<file path="src/rtl/pn_mon_if.sv">
// pn_mon_if: sampled stepper outputs in, monitor status and LED drive out.
interface pn_mon_if #(
   parameter int TOK_W  = 8,
   parameter int IDX_W  = 8,
   parameter int STEP_W = 16
);
   logic [TOK_W-1:0]  place_tok;
   logic [IDX_W-1:0]  fire_idx;
   logic              restart;
   logic [5:0]        led;
   logic              done;
   logic [TOK_W-1:0]  final_tok;
   logic [STEP_W-1:0] step_cnt;
   logic              dec_err;
   modport master (output place_tok, fire_idx, restart, input led, done, final_tok, step_cnt, dec_err);
   modport slave  (input place_tok, fire_idx, restart, output led, done, final_tok, step_cnt, dec_err);
endinterface

</file>
<file path="src/rtl/pn_output_monitor.sv">
// pn_output_monitor: counts Petri-net firings, detects quiescence, latches final marking
// and blinks it on active-low LEDs while done.
module pn_output_monitor #(
   parameter int TOK_W        = 8,
   parameter int IDX_W        = 8,
   parameter int IDLE_CODE    = 34,
   parameter int QUIET_CYCLES = 4,
   parameter int STEP_W       = 16,
   parameter int BLINK_DIV    = 13500000
) (
   input logic    clk,
   input logic    rst_n,
   pn_mon_if.slave m
);
   localparam int QW = $clog2(QUIET_CYCLES + 1);
   localparam int BW = BLINK_DIV > 1 ? $clog2(BLINK_DIV) : 1;
   typedef enum logic {RUN, DONE} state_t;
   state_t            state, state_n;
   logic [QW-1:0]     quiet, quiet_n;
   logic [BW-1:0]     blink, blink_n;
   logic              phase, phase_n;
   logic [STEP_W-1:0] step_cnt, step_n;
   logic [TOK_W-1:0]  final_tok, final_n, prev_tok;
   logic [5:0]        led, led_n;
   logic              dec_err, dec_err_n, idle, wrap;
   assign m.led       = led;
   assign m.done      = state == DONE;
   assign m.final_tok = final_tok;
   assign m.step_cnt  = step_cnt;
   assign m.dec_err   = dec_err;
   always_comb begin
      idle      = m.fire_idx == IDX_W'(IDLE_CODE);
      wrap      = blink == BW'(BLINK_DIV - 1);
      state_n   = state;
      quiet_n   = quiet;
      step_n    = step_cnt;
      final_n   = final_tok;
      blink_n   = blink;
      phase_n   = phase;
      led_n     = ~m.place_tok[5:0];
      dec_err_n = dec_err | (m.place_tok < prev_tok);
      if (m.restart) begin
         state_n   = RUN;
         quiet_n   = '0;
         step_n    = '0;
         blink_n   = '0;
         phase_n   = 1'b0;
         dec_err_n = 1'b0;
      end else if (state == RUN) begin
         if (!idle) begin
            step_n  = step_cnt + STEP_W'(step_cnt != '1);
            quiet_n = '0;
         end else begin
            quiet_n = quiet + QW'(1);
            if (quiet_n == QW'(QUIET_CYCLES)) begin
               state_n = DONE;
               final_n = m.place_tok;
               blink_n = '0;
               phase_n = 1'b0;
            end
         end
      end else begin
         // led follows the phase it is about to enter so both change on the same edge
         blink_n = wrap ? '0 : blink + BW'(1);
         phase_n = wrap ? ~phase : phase;
         led_n   = phase_n ? 6'h3F : ~final_tok[5:0];
      end
   end
   always_ff @(posedge clk or negedge rst_n) begin
      if (!rst_n) begin
         state     <= RUN;
         quiet     <= '0;
         step_cnt  <= '0;
         final_tok <= '0;
         blink     <= '0;
         phase     <= 1'b0;
         led       <= 6'h3F;
         dec_err   <= 1'b0;
         prev_tok  <= '0;
      end else begin
         state     <= state_n;
         quiet     <= quiet_n;
         step_cnt  <= step_n;
         final_tok <= final_n;
         blink     <= blink_n;
         phase     <= phase_n;
         led       <= led_n;
         dec_err   <= dec_err_n;
         prev_tok  <= m.place_tok;
      end
   end
endmodule

</file>
<file path="src/flat_wrapper.sv">
// flat-port wrapper written by rule: the top's interface ports become plain ports
module pn_output_monitor_flat 
#(
   parameter int TOK_W        = 8,
   parameter int IDX_W        = 8,
   parameter int IDLE_CODE    = 34,
   parameter int QUIET_CYCLES = 4,
   parameter int STEP_W       = 16,
   parameter int BLINK_DIV    = 13500000
)
  (clk, rst_n, m_place_tok, m_fire_idx, m_restart, m_led, m_done, m_final_tok, m_step_cnt, m_dec_err);
  pn_mon_if #(.TOK_W(TOK_W), .IDX_W(IDX_W), .STEP_W(STEP_W)) m_i ();
  input logic clk;
  input logic rst_n;
  input wire logic [$bits(m_i.place_tok)-1:0] m_place_tok;
  input wire logic [$bits(m_i.fire_idx)-1:0] m_fire_idx;
  input wire logic [$bits(m_i.restart)-1:0] m_restart;
  output wire logic [$bits(m_i.led)-1:0] m_led;
  output wire logic [$bits(m_i.done)-1:0] m_done;
  output wire logic [$bits(m_i.final_tok)-1:0] m_final_tok;
  output wire logic [$bits(m_i.step_cnt)-1:0] m_step_cnt;
  output wire logic [$bits(m_i.dec_err)-1:0] m_dec_err;
  assign m_i.place_tok = m_place_tok;
  assign m_i.fire_idx = m_fire_idx;
  assign m_i.restart = m_restart;
  assign m_led = m_i.led;
  assign m_done = m_i.done;
  assign m_final_tok = m_i.final_tok;
  assign m_step_cnt = m_i.step_cnt;
  assign m_dec_err = m_i.dec_err;
  pn_output_monitor #(.TOK_W(TOK_W), .IDX_W(IDX_W), .IDLE_CODE(IDLE_CODE), .QUIET_CYCLES(QUIET_CYCLES), .STEP_W(STEP_W), .BLINK_DIV(BLINK_DIV)) u_core (.clk(clk), .rst_n(rst_n), .m(m_i));
endmodule
</file>
<file path="config.mk">
export PLATFORM = sky130hd
export DESIGN_NAME = pn_output_monitor_flat
export DESIGN_NICKNAME = d
export VERILOG_FILES = /design/src/rtl/pn_mon_if.sv /design/src/rtl/pn_output_monitor.sv /design/src/flat_wrapper.sv
export SDC_FILE = /design/constraint.sdc
export NUM_CORES = 1
export LEC_CHECK = 0
export BUFFER_PORTS_ARGS = -buffer_cell sky130_fd_sc_hd__buf_4
export CAP_MARGIN = 20
export CORE_ASPECT_RATIO = 1.2
export CORE_MARGIN = 1.5
export CORE_UTILIZATION = 55
export DETAILED_ROUTE_END_ITERATION = 16
export PLACE_DENSITY = 0.83
export SETUP_SLACK_MARGIN = 0.3
export SLEW_MARGIN = 20
export SYNTH_ARGS = -nofsm -noshare
export SYNTH_HDL_FRONTEND = slang
export SYNTH_SLANG_ARGS = --single-unit
</file>
<file path="constraint.sdc">
create_clock -name clk -period 6.5 [get_ports clk]
set_input_delay 0.65 -clock clk [delete_from_list [all_inputs] [get_ports clk]]
set_output_delay 0.65 -clock clk [all_outputs]
set_load 0.02 [all_outputs]
</file>
* Yosys cells after proc, flatten, opt, wreduce, memory -nomap -nowiden
Cells that the tools add are included.
W data, S select, Z words.
** Storage, ports and cells
- Bits of input ports :: 19
- Word-level logic and storage cells :: 54
- Bits in registers :: 68
- Output and inout port bits :: 32
** Operators by class
- Reduce and logical (&&, ||, !) cells :: 5
- $add $sub $neg :: 3
- Equal/unequal tests :: 6
- Muxes and demuxes :: 24
- Bitwise gates (word level) :: 6
- $lt $le $gt $ge :: 1
** Operators with widths (count)
- $mux W24 :: 5
- $mux W16 :: 3
- $add A24 B1 Y24 const B :: 1
- $eq A24 B24 Y1 const B :: 1
- $mux W6 :: 3
- $add A16 B1 Y16 :: 1
- $ne A16 B16 Y1 const B :: 1
- $not A6 Y6 :: 2
- $mux W1 :: 10
- $mux W3 :: 3
- $eq A8 B6 Y1 const B :: 1
- $lt A8 B8 Y1 :: 1
- $reduce_bool A3 Y1 :: 2
- $ne A2 B2 Y1 const B :: 2
- $reduce_and A2 Y1 :: 2
- $reduce_and A4 Y1 :: 1
- $add A3 B1 Y3 const B :: 1
- $eq A3 B3 Y1 const B :: 1
- $not A1 Y1 :: 3
- $or A1 B1 Y1 :: 1

* Logic depth before layout (Yosys ltp)
- Depth after elaboration :: 6
- Depth in mapped cells :: 10
- Mapped depth without buffers :: 10

* Worst setup path before layout
Ideal clock, no wire load.
- Path kind :: flip-flop to flip-flop
- Start point :: register u_core.step_cnt[6], in the netlist u_core.m.step_cnt[6]
- End point :: register u_core.step_cnt[15], in the netlist u_core.m.step_cnt[15]
- Stages on the path, launching flop included :: 11
- Buffers on the path :: 0
- Library setup time :: 0.132 ns
- Clock period less this slack :: 2.356 ns
- Arrival time :: 2.225 ns
- Setup slack :: 4.144 ns
- Data required time :: 6.368 ns
- Path through :: dfrtp_1 -> nand3_1 -> nor3b_1 -> nand4_1 -> or3_1 -> ha_1 -> nand3_1 -> a211oi_1 -> nand4_1 -> xor2_1 -> nor2_1
** On the way
- Longest elaborated chain between the ends :: 5
** Ends and longest elaborated chain
- start, declared :: line pn_output_monitor.sv:22 : logic [STEP_W-1:0] step_cnt, step_n;
- start signal, assigned :: line pn_output_monitor.sv:83 : step_cnt <= step_n;
- $ne A16 B16 Y1 :: line pn_output_monitor.sv:51 : step_n = step_cnt + STEP_W'(step_cnt != '1);
- $add A16 B1 Y16 * :: line pn_output_monitor.sv:51
- $mux W16 * :: line pn_output_monitor.sv:50 : if (!idle) begin
- $mux W16 * :: line pn_output_monitor.sv:49 : end else if (state == RUN) begin
- $mux W16 * :: line pn_output_monitor.sv:42 : if (m.restart) begin
Every way passes the cells marked *; elsewhere a longest branch is shown, timed or not. The select of a mux whose other input is x is not followed.
A chain may end at the register's enable or synchronous reset.

* Worst setup path in the final report
- Start point :: register u_core.step_cnt[3], in the netlist u_core.m.step_cnt[3]
- End point :: register u_core.step_cnt[4], in the netlist u_core.m.step_cnt[4]
Same word-level chain as after synthesis.

==> impl_metrics.env <==
export IMPL_status="finished, final reports clean"
export IMPL_synth_cells=329
export IMPL_cts_root_buffer="clkbuf_8"
export IMPL_grt_pass1_vias=2595
export IMPL_synth_edf_count=0
export IMPL_tns_ps=0
export IMPL_cts_hold_buffers_added=0
export IMPL_rrSetupSlack_ps=3930
export IMPL_path_class="reg -> reg"
export IMPL_dp_hpwl_um=4972
export IMPL_crit_chain="nand4_1 -> nor3b_1 -> nand4_1 -> or3_1 -> ha_1 -> inv_1 -> a2111oi_4 -> nand2_1 -> xor2_1 -> nor2_1"
export IMPL_wl_um=7447
export IMPL_n_antenna_cell=0
export IMPL_clock_skew_final_ps=8.447
export IMPL_setup_viol=0
export IMPL_rows=31
export IMPL_grt_max_degree=69
export IMPL_antenna_found_initial=0
export IMPL_htree_levels=3
export IMPL_grt_usage_pct=24.22
export IMPL_critical_path_max_stage_delay_ps=440
export IMPL_synth_most_common_cell="dfrtp_1"
export IMPL_cts_buffers=9
export IMPL_drive_gt1_share_pct=24.16
export IMPL_worst_slew_pin_slew_ps=1018
export IMPL_fmax_mhz=389.6
export IMPL_synthArstFlopShare_pct=100.0
export IMPL_hold_viol_final=0
export IMPL_drt_iter0_drc=196
export IMPL_crit_path_start_kind="register"
export IMPL_ys_ff_latch=68
export IMPL_clockBufferDepth=2
export IMPL_cts_setup_buffers=0
export IMPL_drcViolationCount=0
export IMPL_finalNetCount=411
export IMPL_initial_core_util_pct=56.84
export IMPL_core_area_um2=6012
export IMPL_hp_class="in -> async"
export IMPL_end_kind="register"
export IMPL_clock_sinks=68
export IMPL_io_pin_count=51
export IMPL_die_h_um=89.35
export IMPL_die_area_um2=6697
export IMPL_fin_total_pwr_w=0.0008869
export IMPL_gp_congestion=0.8327
export IMPL_min_period_ps=2567
export IMPL_cp_required_ps=6720
export IMPL_crit_top_cell="nand4_1"
export IMPL_insertion_delay_ps=340
export IMPL_drv_cap=0
export IMPL_syn_nets=360
export IMPL_rsz0062_at_grt="false"
export IMPL_worst_ir_drop_vdd_mv=0.1392
export IMPL_syn_to_final_growth_pct=19.63
export IMPL_leakage_nw=1.893
export IMPL_synth_area_top_cells="dfrtp_1 (45%), xor2_1 (5.1%), dfstp_2 (4.6%)"
export IMPL_vias=2705
export IMPL_die_w_um=74.96
export IMPL_antenna_left=0
export IMPL_synth_largest_area_cell="dfrtp_1"
export IMPL_synth_cell_types=47
export IMPL_cts_tree="done"
export IMPL_cp_num_buf_inv=1
export IMPL_yosysWarnings=0
export IMPL_numPortBuffers=50
export IMPL_slew_headroom_pct=31.56
export IMPL_cp_max_fo=7
export IMPL_fin_crit_sh_pct=39.49
export IMPL_viasPerCell=5.792
export IMPL_postCtsResizedCells=0
export IMPL_power_density_nw_per_um2=217.0
export IMPL_globalRoute_totalOverflow=0
export IMPL_slowest_stage="dfrtp_1"
export IMPL_syn_area_um2=3417
export IMPL_slew_viol_final=0
export IMPL_cts_clk_slew_worst_paths_ps=70
export IMPL_cp_arrival_ps=2780
export IMPL_yosys_top_cells_count="dfrtp_1 (62), nor2_1 (29), nand2_1 (26)"
export IMPL_crit_family="simple AND/OR/NAND/NOR gates"
export IMPL_wire_per_inst_um=15.95
export IMPL_postSynthAreaPerCell_um2=10.39
export IMPL_drtPass1Iterations=4
export IMPL_grt_pass1_wl_um=12250
export IMPL_ys_seq_area_share_pct=50.02
export IMPL_synth_ff_type="dfrtp_1"
export IMPL_synth_top_area_share_pct=45.40
==> cell type report <==
cell class                      instances  area [um2]
Tap cell                               82       102.6
Clock buffer                           10       137.6
Fill cell                             454        1924
Clock inverter                          6       87.58
Inverter                               12       45.04
Timing Repair Buffer                   52       390.4
Multi-Input combinational cell        237        1615
Sequential cell                        68        1709
==> cell families (layout without fill, tap and decap cells) <==
group / Yosys count / in the layout / synth area share, %
flops: 68 / 68 / 50.02
compound gates: 59 / 59 / 11.42
mux: 13 / 13 / 4.138
fa+ha+maj: 12 / 12 / 4.394
simple gates: 131 / 131 / 21.38
buf+inv: 24 / 80 / 3.003
xor+xnor: 22 / 22 / 5.639
==> per-layer routing <==
layer	vias up	track usage, %	share of wire (%)
met5	-	0	0
met4	0	9.752	1.7
met3	17	6.990	5.0
met2	66	38.78	50
met1	1336	30.83	43
li1	1286	-	-
==> flip-flops by register name, summed over array words and instances, names as in the netlist <==
name / cells
u_core.prev_tok: 8
u_core.blink: 24
u_core.m.step_cnt: 16
u_core.m.dec_err: 1
u_core.m.final_tok: 8
u_core.quiet: 3
u_core.m.led: 6
u_core.m.done: 1
u_core.phase: 1
==> cell usage in the layout (no fill, tap or decap), types with 2 or more instances in the layout <==
cell        n
a21o_1      3
bufinv_16   2
nand4_1    14
clkinv_4    2
clkinv_2    2
xnor2_1     2
a211oi_1    2
xor2_1     20
nand2_1    26
o21ai_0     4
and2_1     10
nor2_1     29
nor4b_4     2
ha_1       12
a31oi_1    21
dfstp_2     6
dfrtp_1    62
nor4_2      2
nor3b_1     2
nand2b_1    5
nand3_1    14
buf_4      52
nor3_1      5
a22o_1      2
mux2i_1     4
inv_1      12
and3_1     12
a21oi_1    16
clkbuf_8   10
mux2_2      9
nand4bb_1   3
==> worst paths after layout <==
kind	from	end	cells past startpoint
worst min register to register	u_core.m.final_tok[1]	u_core.m.led[1]	1
worst min-delay path	rst_n	u_core.blink[15]	1
worst max-delay path	u_core.m.step_cnt[3]	u_core.m.step_cnt[4]	10
max in group asynchronous	rst_n	u_core.m.step_cnt[9]	1
min in group clk	m_place_tok[3]	u_core.prev_tok[3]	1
worst max register to register	u_core.m.step_cnt[3]	u_core.m.step_cnt[4]	10
==> worst reg2reg max path: stages, from the launching register on <==
cell,delay [ps]
dfrtp_1,440
nand4_1,160
nor3b_1,410
nand4_1,150
or3_1,430
ha_1,220
inv_1,100
a2111oi_4,90
nand2_1,150
xor2_1,230
nor2_1,80
==> where the power goes <==
| part | total (W) | internal (W) | switching [W] | leakage, nW |
|---|---|---|---|---|
| clock network | 0.000392 | 0.000226 | 0.000166 | 0.116 |
| registers | 0.000435 | 0.000431 | 0.00000405 | 0.906 |
| logic | 0.0000594 | 0.0000240 | 0.0000354 | 0.871 |
| total | 0.000887 | 0.000682 | 0.000205 | 1.89 |
==> through the flow <==
stage                     instances  util, %  setup WS [ps]  hold WS [ps]  area, um2
after CTS                       467    67.99           3973         424.7       4088
after global placement          451    64.25           4111         429.5       3862
after global routing            467    67.99           3764         421.8       4088
final                           467    67.99           3933         404.0       4088
after floorplan                 329        -           4144         354.4       3417
after detailed placement        451    64.25           4016         437.2       3862
No activity file was read; power rests on OpenSTA's default activity.
